**src/rtl/mem_arbiter.sv**
```systemverilog
// Round-robin arbiter sharing one asynchronous 16-bit SRAM between a data port (A)
// and an instruction-fetch port (B); each access is sequenced by a small FSM.
//
// state | meaning
// IDLE  | no access; arbitrate and latch the winning request
// ACC_A | SRAM access on behalf of the data port
// ACC_B | SRAM access on behalf of the fetch port
// DONE  | bus idle for one cycle while the done pulse is high; no grant
module mem_arbiter #(
    parameter int WAIT_CYCLES = 1
) (
    input  logic        clk,
    input  logic        rst,
    input  logic [15:0] aAddr,
    input  logic [15:0] aWriteData,
    input  logic [1:0]  aMemControl,
    output logic [15:0] aReadData,
    output logic        aDone,
    output logic        aStall,
    input  logic [15:0] bAddr,
    input  logic        bReq,
    output logic [15:0] bReadData,
    output logic        bDone,
    output logic        bStall,
    output logic [15:0] ramAddr,
    output logic [15:0] ramDataOut,
    input  logic [15:0] ramDataIn,
    output logic        ramDataOE,
    output logic        ramCE_n,
    output logic        ramOE_n,
    output logic        ramWE_n
);

    typedef enum logic [1:0] {IDLE, ACC_A, ACC_B, DONE} state_t;

    state_t      state_q, state_d;
    logic [3:0]  cnt_q, cnt_d;
    logic [15:0] addr_q, addr_d;
    logic [15:0] wdata_q, wdata_d;
    logic        write_q, write_d;
    logic        last_grant_a_q, last_grant_a_d;
    logic [15:0] a_rdata_q, a_rdata_d;
    logic [15:0] b_rdata_q, b_rdata_d;
    logic        a_done_q, a_done_d;
    logic        b_done_q, b_done_d;
    logic        a_req;
    logic        in_acc;

    // Command 11 is reserved and behaves exactly like idle.
    assign a_req  = (aMemControl == 2'b01) || (aMemControl == 2'b10);
    assign in_acc = (state_q == ACC_A) || (state_q == ACC_B);

    always_ff @(posedge clk or negedge rst) begin
        if (!rst) begin
            state_q        <= IDLE;
            cnt_q          <= 4'd0;
            addr_q         <= 16'd0;
            wdata_q        <= 16'd0;
            write_q        <= 1'b0;
            last_grant_a_q <= 1'b0;
            a_rdata_q      <= 16'd0;
            b_rdata_q      <= 16'd0;
            a_done_q       <= 1'b0;
            b_done_q       <= 1'b0;
        end else begin
            state_q        <= state_d;
            cnt_q          <= cnt_d;
            addr_q         <= addr_d;
            wdata_q        <= wdata_d;
            write_q        <= write_d;
            last_grant_a_q <= last_grant_a_d;
            a_rdata_q      <= a_rdata_d;
            b_rdata_q      <= b_rdata_d;
            a_done_q       <= a_done_d;
            b_done_q       <= b_done_d;
        end
    end

    always_comb begin
        state_d        = state_q;
        cnt_d          = cnt_q;
        addr_d         = addr_q;
        wdata_d        = wdata_q;
        write_d        = write_q;
        last_grant_a_d = last_grant_a_q;
        a_rdata_d      = a_rdata_q;
        b_rdata_d      = b_rdata_q;
        a_done_d       = 1'b0;
        b_done_d       = 1'b0;
        case (state_q)
            IDLE: begin
                // On contention the port that did not win last time goes first.
                if (a_req && (!bReq || !last_grant_a_q)) begin
                    addr_d         = aAddr;
                    wdata_d        = aWriteData;
                    write_d        = (aMemControl == 2'b10);
                    cnt_d          = 4'(WAIT_CYCLES);
                    last_grant_a_d = 1'b1;
                    state_d        = ACC_A;
                end else if (bReq) begin
                    addr_d         = bAddr;
                    write_d        = 1'b0;
                    cnt_d          = 4'(WAIT_CYCLES);
                    last_grant_a_d = 1'b0;
                    state_d        = ACC_B;
                end
            end
            ACC_A, ACC_B: begin
                if (cnt_q == 4'd0) begin
                    state_d = DONE;
                    if (state_q == ACC_A) begin
                        a_done_d = 1'b1;
                        if (!write_q) a_rdata_d = ramDataIn;
                    end else begin
                        b_done_d  = 1'b1;
                        b_rdata_d = ramDataIn;
                    end
                end else begin
                    cnt_d = cnt_q - 4'd1;
                end
            end
            DONE:    state_d = IDLE;
            default: state_d = IDLE;
        endcase
    end

    // WE is released in the final access cycle so address and data see hold time.
    assign ramAddr    = addr_q;
    assign ramDataOut = wdata_q;
    assign ramDataOE  = in_acc && write_q;
    assign ramCE_n    = !in_acc;
    assign ramOE_n    = !(in_acc && !write_q);
    assign ramWE_n    = !(in_acc && write_q && (cnt_q != 4'd0));

    assign aReadData = a_rdata_q;
    assign bReadData = b_rdata_q;
    assign aDone     = a_done_q;
    assign bDone     = b_done_q;
    assign aStall    = a_req && !a_done_q;
    assign bStall    = bReq && !b_done_q;

endmodule

```
**config.mk**
```make
export PLATFORM = sky130hd
export DESIGN_NAME = mem_arbiter
export DESIGN_NICKNAME = d
export VERILOG_FILES = /design/src/rtl/mem_arbiter.sv
export SDC_FILE = /design/constraint.sdc
export NUM_CORES = 1
export LEC_CHECK = 0
export BUFFER_PORTS_ARGS = -buffer_cell sky130_fd_sc_hd__buf_2
export CAP_MARGIN = 20
export CORE_ASPECT_RATIO = 1.2
export CORE_MARGIN = 3
export CORE_UTILIZATION = 50
export DETAILED_ROUTE_END_ITERATION = 12
export GPL_TIMING_DRIVEN = 0
export PLACE_DENSITY_LB_ADDON = 0.1
export SYNTH_ARGS = -nofsm -noshare
export SYNTH_HDL_FRONTEND = slang
export SYNTH_SLANG_ARGS = --single-unit
```
**constraint.sdc**
```tcl
create_clock -name clk -period 3.2 [get_ports clk]
set_input_delay 0.16 -clock clk [delete_from_list [all_inputs] [get_ports clk]]
set_output_delay 0.16 -clock clk [all_outputs]
set_load 0.01 [all_outputs]
```
### Word level (Yosys, flattened, before mapping)

Index checks and enable logic that the tools add are counted.

| word-level totals | value |
|---|---|
| output and inout bits | 72 |
| register bits | 74 |

| operators by class | value |
|---|---|
| muxes and demuxes | 19 |
| bitwise logic cells | 2 |
| reduce and logical (&&, ||, !) cells | 29 |
| equal/unequal tests | 8 |
| add/subtract/negate cells | 1 |

Operator list:

| operator | count |
|---|---|
| 2-to-1 mux 16 bit | 2 |
| 2-to-1 mux 4 bit | 3 |
| 2-to-1 mux 1 bit | 9 |
| logical NOT 1 bit | 8 |
| case mux 4 bit (2 select lines) | 1 |
| == test 2 bit (second input constant) | 3 |
| logical AND 1 bit | 6 |
| 2-to-1 mux 2 bit | 3 |
| case mux 2 bit (3 select lines) | 1 |
| AND reduction 2 bit | 3 |
| AND reduction 3 bit | 2 |
| == test 2 x 1 -> 1 bit (second input constant) | 2 |
| logical NOT 4 bit | 1 |
| inequality test 2 bit (second input constant) | 2 |
| AND reduction 4 bit | 1 |
| nonzero test 2 bit | 2 |
| nonzero test 4 bit | 1 |
| subtractor 4 x 1 -> 4 bit (second input constant) | 1 |
| logical OR 1 bit | 3 |
| inequality test 3 bit (second input constant) | 1 |
| logical NOT 2 bit | 1 |
| inverter 1 bit | 2 |
| OR reduction 2 bit | 1 |

### Longest topological paths before layout

Gate-level depths: netlist of the first run.

| logic depth | value |
|---|---|
| depth after elaboration | 5 |
| depth in mapped cells | 8 |
| gate-level depth less buffers | 5 |

### Least setup slack after synthesis of the first run

Ideal clock, no wire load.

| timing path | value |
|---|---|
| path type | register to register |
| start | register cnt_q[0] |
| end | register b_rdata_q[0] (netlist: bReadData[0]) |
| path slack | 1112 ps |
| arrival time | 1963 ps |
| buffers on the path | 3 |
| cell stages (with the launch flop) | 9 |
| library setup time | 125 ps |
| clock period less this slack | 2088 ps |
| path through | dfrtp_1 inv_1 ha_1 or3b_1 buf_2 or3_1 buf_6 buf_12 mux2_4 |

| on the way | value |
|---|---|
| longest elaborated chain between the ends | 2 |

RTL lines:

| item | RTL line | text |
|---|---|---|
| start, declared | 37 | `logic [3:0] cnt_q, cnt_d;` |
| start signal, assigned | 67 | `cnt_q <= cnt_d;` |
| logical NOT 4 bit | 109 | `if (cnt_q == 4'd0) begin` |
| AND reduction 3 bit (no line) | -- |  |
| end signal, assigned | 73 | `b_rdata_q <= b_rdata_d;` |
| end, declared | 43 | `logic [15:0] b_rdata_q, b_rdata_d;` |

No other way between the ends.
A chain may end at the register's enable or synchronous reset.

### Final worst setup path of the first run

| timing path | value |
|---|---|
| start | register cnt_q[0] |
| end | register a_rdata_q[15] (netlist: aReadData[15]) |

| on the way | value |
|---|---|
| longest elaborated chain between the ends | 2 |

RTL lines:

| item | RTL line | text |
|---|---|---|
| logical NOT 4 bit | 109 |  |
| AND reduction 4 bit (no line) | -- |  |
| end signal, assigned | 72 | `a_rdata_q <= a_rdata_d;` |
| end, declared | 42 | `logic [15:0] a_rdata_q, a_rdata_d;` |

No other way between the ends.

==> flow_summary.ini, run 1 <==
[global_route]
grt_pass1_wl_um = 12520
grt_max_degree = 73
first_global_vias = 2806
grt_antenna_before_repair = 0
grt_use_total_pct = 21.40
grt_overflow = 0

[pwr]
power_mw = 4.365
leakagePower_nw = 2.134
vdd_ir_drop_max_mv = 0.6427
powerDensity_nw_per_um2 = 1030

[cts]
tritoncts = built
cts_resized = 0
cts_root_buffer = clkbuf_8
clock_path_buffers = 2
clkSinkCount = 74
worstSkewPairLatency_ns = 0.35
post_cts_buffers = 0
numCtsBuffers = 9
clkTransAtPathRegs_ns = 0.08
cts.hold.buffers_added = 1
htreeDepth = 3

[worst_setup_path]
crit_arrival_ns = 2.62
critPathMaxFanout = 10
critical_path_class = flip-flop to flip-flop
worstPathRequired_ns = 3.43
max_stage_delay_ns = 0.57
crit_path_start_kind = flip-flop
path_cells = inv_1 -> ha_1 -> nor3b_1 -> nand3_1 -> buf_2 -> mux2_2
end_kind = flip-flop
critPathSlowestCell = nor3b_1

[synthesis]
yosysUniqueCellTypes = 33
synth_area_um2 = 3203
synth_edf_count = 0
synth_top_area_share_pct = 57.81
post_synth.cell_area_avg_um2 = 12.18
seq_area_frac_synth_pct = 57.81
yosys_warnings = 0
syn-num-nets = 338
netlist_top_cells_area = dfrtp_1 58%, mux2_2 14%, nand2_1 4.3%, mux2_4 4.2%, a31oi_1 3.1%
synth-async-reset-ratio_pct = 100.0
yosysTopAreaCell = dfrtp_1
ys_ff_latch = 74
syn_inst = 263
synth_ff_type = dfrtp_1

[worst_hold_path]
hp-class = input pin to flip-flop

[drt]
drc_errors = 0
dr.pass1.iters = 4
ant_nets = 0
vias = 2577
totalWireLength_um = 7445
drtIter0Drc = 117
wl_per_cell_um = 14.80
avgViaCountPerCell = 5.123

[final_layout]
fin_nets = 491
area_delta_synth_final_pct = 32.34
n_antenna_cell = 0
layout-drive-gt1-share_pct = 49.41
design_area_um2 = 4239
fin_cells = 503

[timing]
rsz0062_at_grt = false
skew_ns = 0.01440
setup_viol = 0
finalHoldViolations = 0
fmax_mhz = 418.5
slew_viol_final = 0
tightest_slew_ns = 0.6787
timing.final.crit_share_pct = 74.67
finalHoldWorstSlack_ns = 0.04554
slew_headroom_pct = 54.66
min_period_ns = 2.390
finalSetupTns_ns = 0

[placement]
place_hpwl_um = 5451
dpl.cell_count = 486
port_buffers = 140
place.gp.congestion = 0.8178
place_area_um2 = 4036

[floorplan]
rows = 31
core-area_um2 = 6128
die_x_um = 79.07
initial_core_util_pct = 52.27
dieArea_um2 = 7406
io-pin-count = 141
die_height_um = 93.68

[outcome]
outcome = completed

[job]
maxCapViolations = 0
## layout by cell type, fill, tap and decap left out, types with 2 or more instances in the layout
| cell | count |
|---|---|
| a211o_1 | 2 |
| a21oi_1 | 18 |
| a31oi_1 | 16 |
| buf_2 | 141 |
| clkbuf_1 | 14 |
| clkbuf_8 | 9 |
| clkinv_2 | 2 |
| dfrtp_1 | 74 |
| ha_1 | 6 |
| inv_1 | 10 |
| mux2_2 | 39 |
| mux2_4 | 9 |
| nand2_1 | 37 |
| nand3_1 | 3 |
| nand4_1 | 3 |
| nor2_1 | 3 |
| nor2b_1 | 2 |
| o211a_1 | 2 |
| o21ai_0 | 6 |
| o311ai_0 | 2 |
| or4_1 | 2 |
## layout make-up
cell class / count / area (µm²)
fill: 496 / 1889
buffer: 17 / 90.09
tap: 82 / 102.6
inverter: 10 / 37.54
multi-input combinational: 162 / 1224
clock buffer: 10 / 127.6
clock inverter: 6 / 65.06
sequential: 74 / 1852
timing repair buffer: 142 / 740.7
## report_power, final
part	leakage [nW]	switching (mW)	internal (mW)
clock network	0.0966	0.344	0.362
registers	0.868	0.226	1.41
logic	1.17	1.04	0.981
## logic make-up after synthesis
family	after synthesis	share of synthesized area [%]
mux	48	17.93
fa+ha+maj	6	2.344
simple gates	59	8.555
buf+inv	27	3.985
compound gates	49	9.376
flops	74	57.81
## synthesized netlist by cell type, types with 2 or more instances
library cell and n:
o311ai_0 2, a211o_1 2, mux2_2 39, ha_1 6, mux2_4 9, clkbuf_1 13, o21ai_0 6, dfrtp_1 74
inv_1 10, nand2_1 37, o211a_1 2, nor2_1 3, or4_1 2, a21oi_1 18, nand4_1 3, nor2b_1 2
nand3_1 3, buf_2 2, a31oi_1 16
## worst paths after layout
kind	to	depth (start not counted)	slack [ns]	from
worst max-delay path	aReadData[15]$_DFFE_PN0P_	6	0.81	cnt_q[0]$_DFFE_PN0P_
worst min-delay path	ramDataOut[8]$_DFFE_PN0P_	2	0.05	aWriteData[8]
worst max register to register	aReadData[15]$_DFFE_PN0P_	6	0.81	cnt_q[0]$_DFFE_PN0P_
worst min register to register	aReadData[7]$_DFFE_PN0P_	1	0.50	aReadData[7]$_DFFE_PN0P_
max in group asynchronous	ramAddr[13]$_DFFE_PN0P_	3	2.50	rst
min in group asynchronous	ramAddr[2]$_DFFE_PN0P_	2	0.16	rst
## layer usage
metal,vias to the layer above,share of wire [%],global-route usage [%]
met5,-,0,0
met4,0,1.7,9.599
met3,10,9.0,6.046
met2,107,50,36.73
met1,1233,39,24.71
li1,1227,-,-
## metrics by stage
step                setup WS [ns]  util [%]
finish                     0.8105     69.17
global route               0.6054     69.17
CTS                        0.7949     69.17
detailed placement         0.7878     65.86
global placement           0.8489     65.37
floorplan                   1.112         -
## state kept, by name, summed over array words and instances, names as in the netlist
| signal | cells |
|---|---|
| write_q | 1 |
| bReadData | 16 |
| state_q | 2 |
| aDone | 1 |
| last_grant_a_q | 1 |
| ramAddr | 16 |
| ramDataOut | 16 |
| cnt_q | 4 |
| bDone | 1 |
| aReadData | 16 |
## worst max-delay path: cells and delay by family (launching register included)
kind | cells | cell delay [ns]
simple gates | 2 | 0.99
buf+inv | 2 | 0.42
flops | 1 | 0.40
mux | 1 | 0.30
fa+ha+maj | 1 | 0.16
Note: power is estimated with default switching activity, not from simulation.
==> run 2: changes to the inputs <==
--- a/config.mk
+++ b/config.mk
@@ -5,11 +5,12 @@
 export SDC_FILE = /design/constraint.sdc
 export NUM_CORES = 1
 export LEC_CHECK = 0
+export ABC_AREA = 1
 export BUFFER_PORTS_ARGS = -buffer_cell sky130_fd_sc_hd__buf_2
 export CAP_MARGIN = 20
 export CORE_ASPECT_RATIO = 1.2
 export CORE_MARGIN = 3
-export CORE_UTILIZATION = 50
+export CORE_UTILIZATION = 48
 export DETAILED_ROUTE_END_ITERATION = 12
 export GPL_TIMING_DRIVEN = 0
 export PLACE_DENSITY_LB_ADDON = 0.1
==> constraint.sdc (replaced) <==
create_clock -name clk -period 2.35 [get_ports clk]
set_input_delay 0.1175 -clock clk [delete_from_list [all_inputs] [get_ports clk]]
set_output_delay 0.1175 -clock clk [all_outputs]
set_load 0.01 [all_outputs]
==> run 2 against run 1 <==
  * Sequential share of layout area shrank 3.2 points
  * Count of clock-buffer cells in the layout is the same
  * Non-clock buffer count grew 17
  * Critical path depth grew 1
  * Utilization shrank 0.42 points
  * Total power grew 39%
  * Combinational power grew 43%
  * Clock power grew 38%
  * Critical path type is now flip-flop to output pin
  * Critical endpoint is now ramWE_n
  * Highest routed layer unchanged
==> flow_summary.ini, run 2 <==
[global_route]
grt_max_degree = 46
gr-usage-met3_pct = 5.074
busiest_layer = met2
grt_pass1_wl_um = 13790
grtUsageMet2_pct = 37.28
grt_antenna_before_repair = 0
first_global_vias = 2996
grt_use_total_pct = 21.80
grt_overflow = 0
met1_usage_pct = 26.93

[drt]
totalWireLength_um = 8990
wl_per_cell_um = 13.42
ant_nets = 0
vias = 3214
drtIter0Drc = 140
dr.pass1.iters = 4
avgViaCountPerCell = 4.797
drc_errors = 0

[synthesis]
syn_inst = 413
yosysTopAreaCell = dfrtp_1
netlist_top_cells_count = 171 x nand2_1, 74 x dfrtp_1, 46 x inv_1
synth_top_area_share_pct = 54.65
synth_edf_count = 0
synth_area_um2 = 3388
synth-async-reset-ratio_pct = 100.0
synth_ff_type = dfrtp_1
yosysUniqueCellTypes = 24
seq_area_frac_synth_pct = 54.65
ys_ff_latch = 74
synth.most_common_cell = nand2_1
post_synth.cell_area_avg_um2 = 8.204
yosys_warnings = 0
syn-num-nets = 488
netlist_top_cells_area = dfrtp_1 55%, nand2_1 19%, o21ai_0 5.9%, inv_1 5.1%, nand3_1 3.0%

[pwr]
vdd_ir_drop_max_mv = 0.7056
powerDensity_nw_per_um2 = 1327
switching_power_mw = 2.586
p_clk_share_pct = 16.1
seqPwrFrac_pct = 36.5
pwr-share-comb_pct = 47.5
p_int_mw = 3.479
power_mw = 6.066
leakagePower_nw = 2.651
switching_share_pct = 42.64

[cts]
worstSkewPairLatency_ns = 0.34
numCtsBuffers = 9
cts_root_buffer = clkbuf_8
clock_path_buffers = 2
clkTransAtPathRegs_ns = 0.07
cts_resized = 0
post_cts_buffers = 0
clkSinkCount = 74
cts.hold.buffers_added = 15
htreeDepth = 3
tritoncts = built

[worst_setup_path]
r2r_cells = 7
path_cells = inv_1 -> ha_1 -> buf_2 -> nand2_1 -> inv_1 -> nand2_1 -> buf_2
crit_path_start_kind = flip-flop
worstPathRequired_ns = 2.23
crit_end = ramWE_n
crit_arrival_ns = 1.60
rr_endpoint = bReadData[8]$_DFFE_PN0P_
critPathMaxFanout = 9
rrSetupSlack_ns = 0.68
critPathSlowestCell = dfrtp_1
crit_start = state_q[0]$_DFFE_PN0P_
critical_path_class = flip-flop to output pin
reg2reg_from = state_q[0]$_DFFE_PN0P_
max_stage_delay_ns = 0.37
end_kind = output pin

[timing]
slew_headroom_pct = 72.16
timing.final.ws_setup_ns = 0.6322
slew_viol_final = 0
tightest_slew_ns = 0.4176
finalHoldWorstSlack_ns = 0.01182
skew_ns = 0.01147
min_period_ns = 1.718
rsz0062_at_grt = false
fmax_mhz = 582.1
finalSetupTns_ns = 0
finalHoldViolations = 0
timing.final.crit_share_pct = 73.10
setup_viol = 0

[floorplan]
die_height_um = 98.04
die_x_um = 82.70
dieArea_um2 = 8107
rows = 32
initial_core_util_pct = 50.98
core-area_um2 = 6646
io-pin-count = 141

[final_layout]
layout-drive-gt1-share_pct = 31.45
n_antenna_cell = 0
final_cell_mix = 171 x nand2_1, 154 x buf_2, 74 x dfrtp_1
area_delta_synth_final_pct = 34.86
design_area_um2 = 4569
final_common_cell = nand2_1
fillers = 572
fin_cells = 670
fin_nets = 655
fin_util_pct = 68.75

[placement]
place_area_um2 = 4225
place.gp.congestion = 0.7869
port_buffers = 140
place_worst_setup_slack_ns = 0.6849
place_hpwl_um = 6562
dpl.cell_count = 639

[worst_hold_path]
hp-class = input pin to flip-flop

[outcome]
outcome = completed

[job]
maxCapViolations = 0
## run 2: cell count changes after synthesis, sizes merged, moves of 9 or more
cell | before | now
clkbuf | 13 | 2
buf | 4 | 18
nand2 | 37 | 173
mux2 | 48 | 0
a21oi | 18 | 2
nor2 | 3 | 12
a31oi | 16 | 0
nand3 | 3 | 22
o21ai | 6 | 52
inv | 10 | 47
## run 2: cells by family after synthesis
| logic type | Yosys count | synth area share [%] |
|---|---|---|
| compound gates | 55 | 8.530 |
| flops | 74 | 54.65 |
| simple gates | 211 | 26.03 |
| fa+ha+maj | 6 | 2.216 |
| buf+inv | 67 | 8.567 |
## run 2: power groups by stage
stage                     registers (mW)  clock network [mW]  logic, mW
after global placement              2.20                   0       2.82
after detailed placement            2.22                   0       2.90
final                               2.21               0.974       2.88
after floorplan                     2.47                   0       1.50
after global routing                2.29                1.04       3.25
after CTS                           2.21               0.992       2.92
## run 2: worst min path at each step
| stage | from | to | slack (ns) | cells past startpoint |
|---|---|---|---|---|
| floorplan | rst | aDone$_DFF_PN0_ | -0.18 | 0 |
| finish | ramDataIn[14] | bReadData[14]$_DFFE_PN0P_ | 0.01 | 3 |
| CTS | aWriteData[15] | ramDataOut[15]$_DFFE_PN0P_ | 0.002 | 3 |
| global route | aWriteData[12] | ramDataOut[12]$_DFFE_PN0P_ | 0.01 | 3 |
| global placement | ramDataIn[1] | bReadData[1]$_DFFE_PN0P_ | 0.34 | 3 |
| detailed placement | rst | ramDataOut[1]$_DFFE_PN0P_ | 0.09 | 1 |
## run 2: critical path, delay by kind of cell (launching register included)
family	cells	cell delay (ns)
DFF	1	0.37
adders and majority gates	1	0.28
buffers and inverters	4	0.50
and+or+nand+nor	2	0.12
## run 2: per-layer routing
layer / vias to the layer above / wire (µm) / share of wire [%]
li1: 1609 / - / -
met1: 1477 / 3790 / 42
met2: 120 / 4388 / 49
met3: 8 / 731 / 8.1
met4: 0 / 79 / 0.88
met5: - / 0 / 0
## run 2: area by class of cell
class	count	area, µm²	area share [%]
multi-input combinational	272	1246	27.27
sequential	74	1852	40.53
clock inverter	6	66.31	1.451
inverter	47	176.4	3.861
clock buffer	10	127.6	2.793
timing repair buffer	156	880.8	19.28
tap	85	106.4	2.327
buffer	20	113.9	2.492
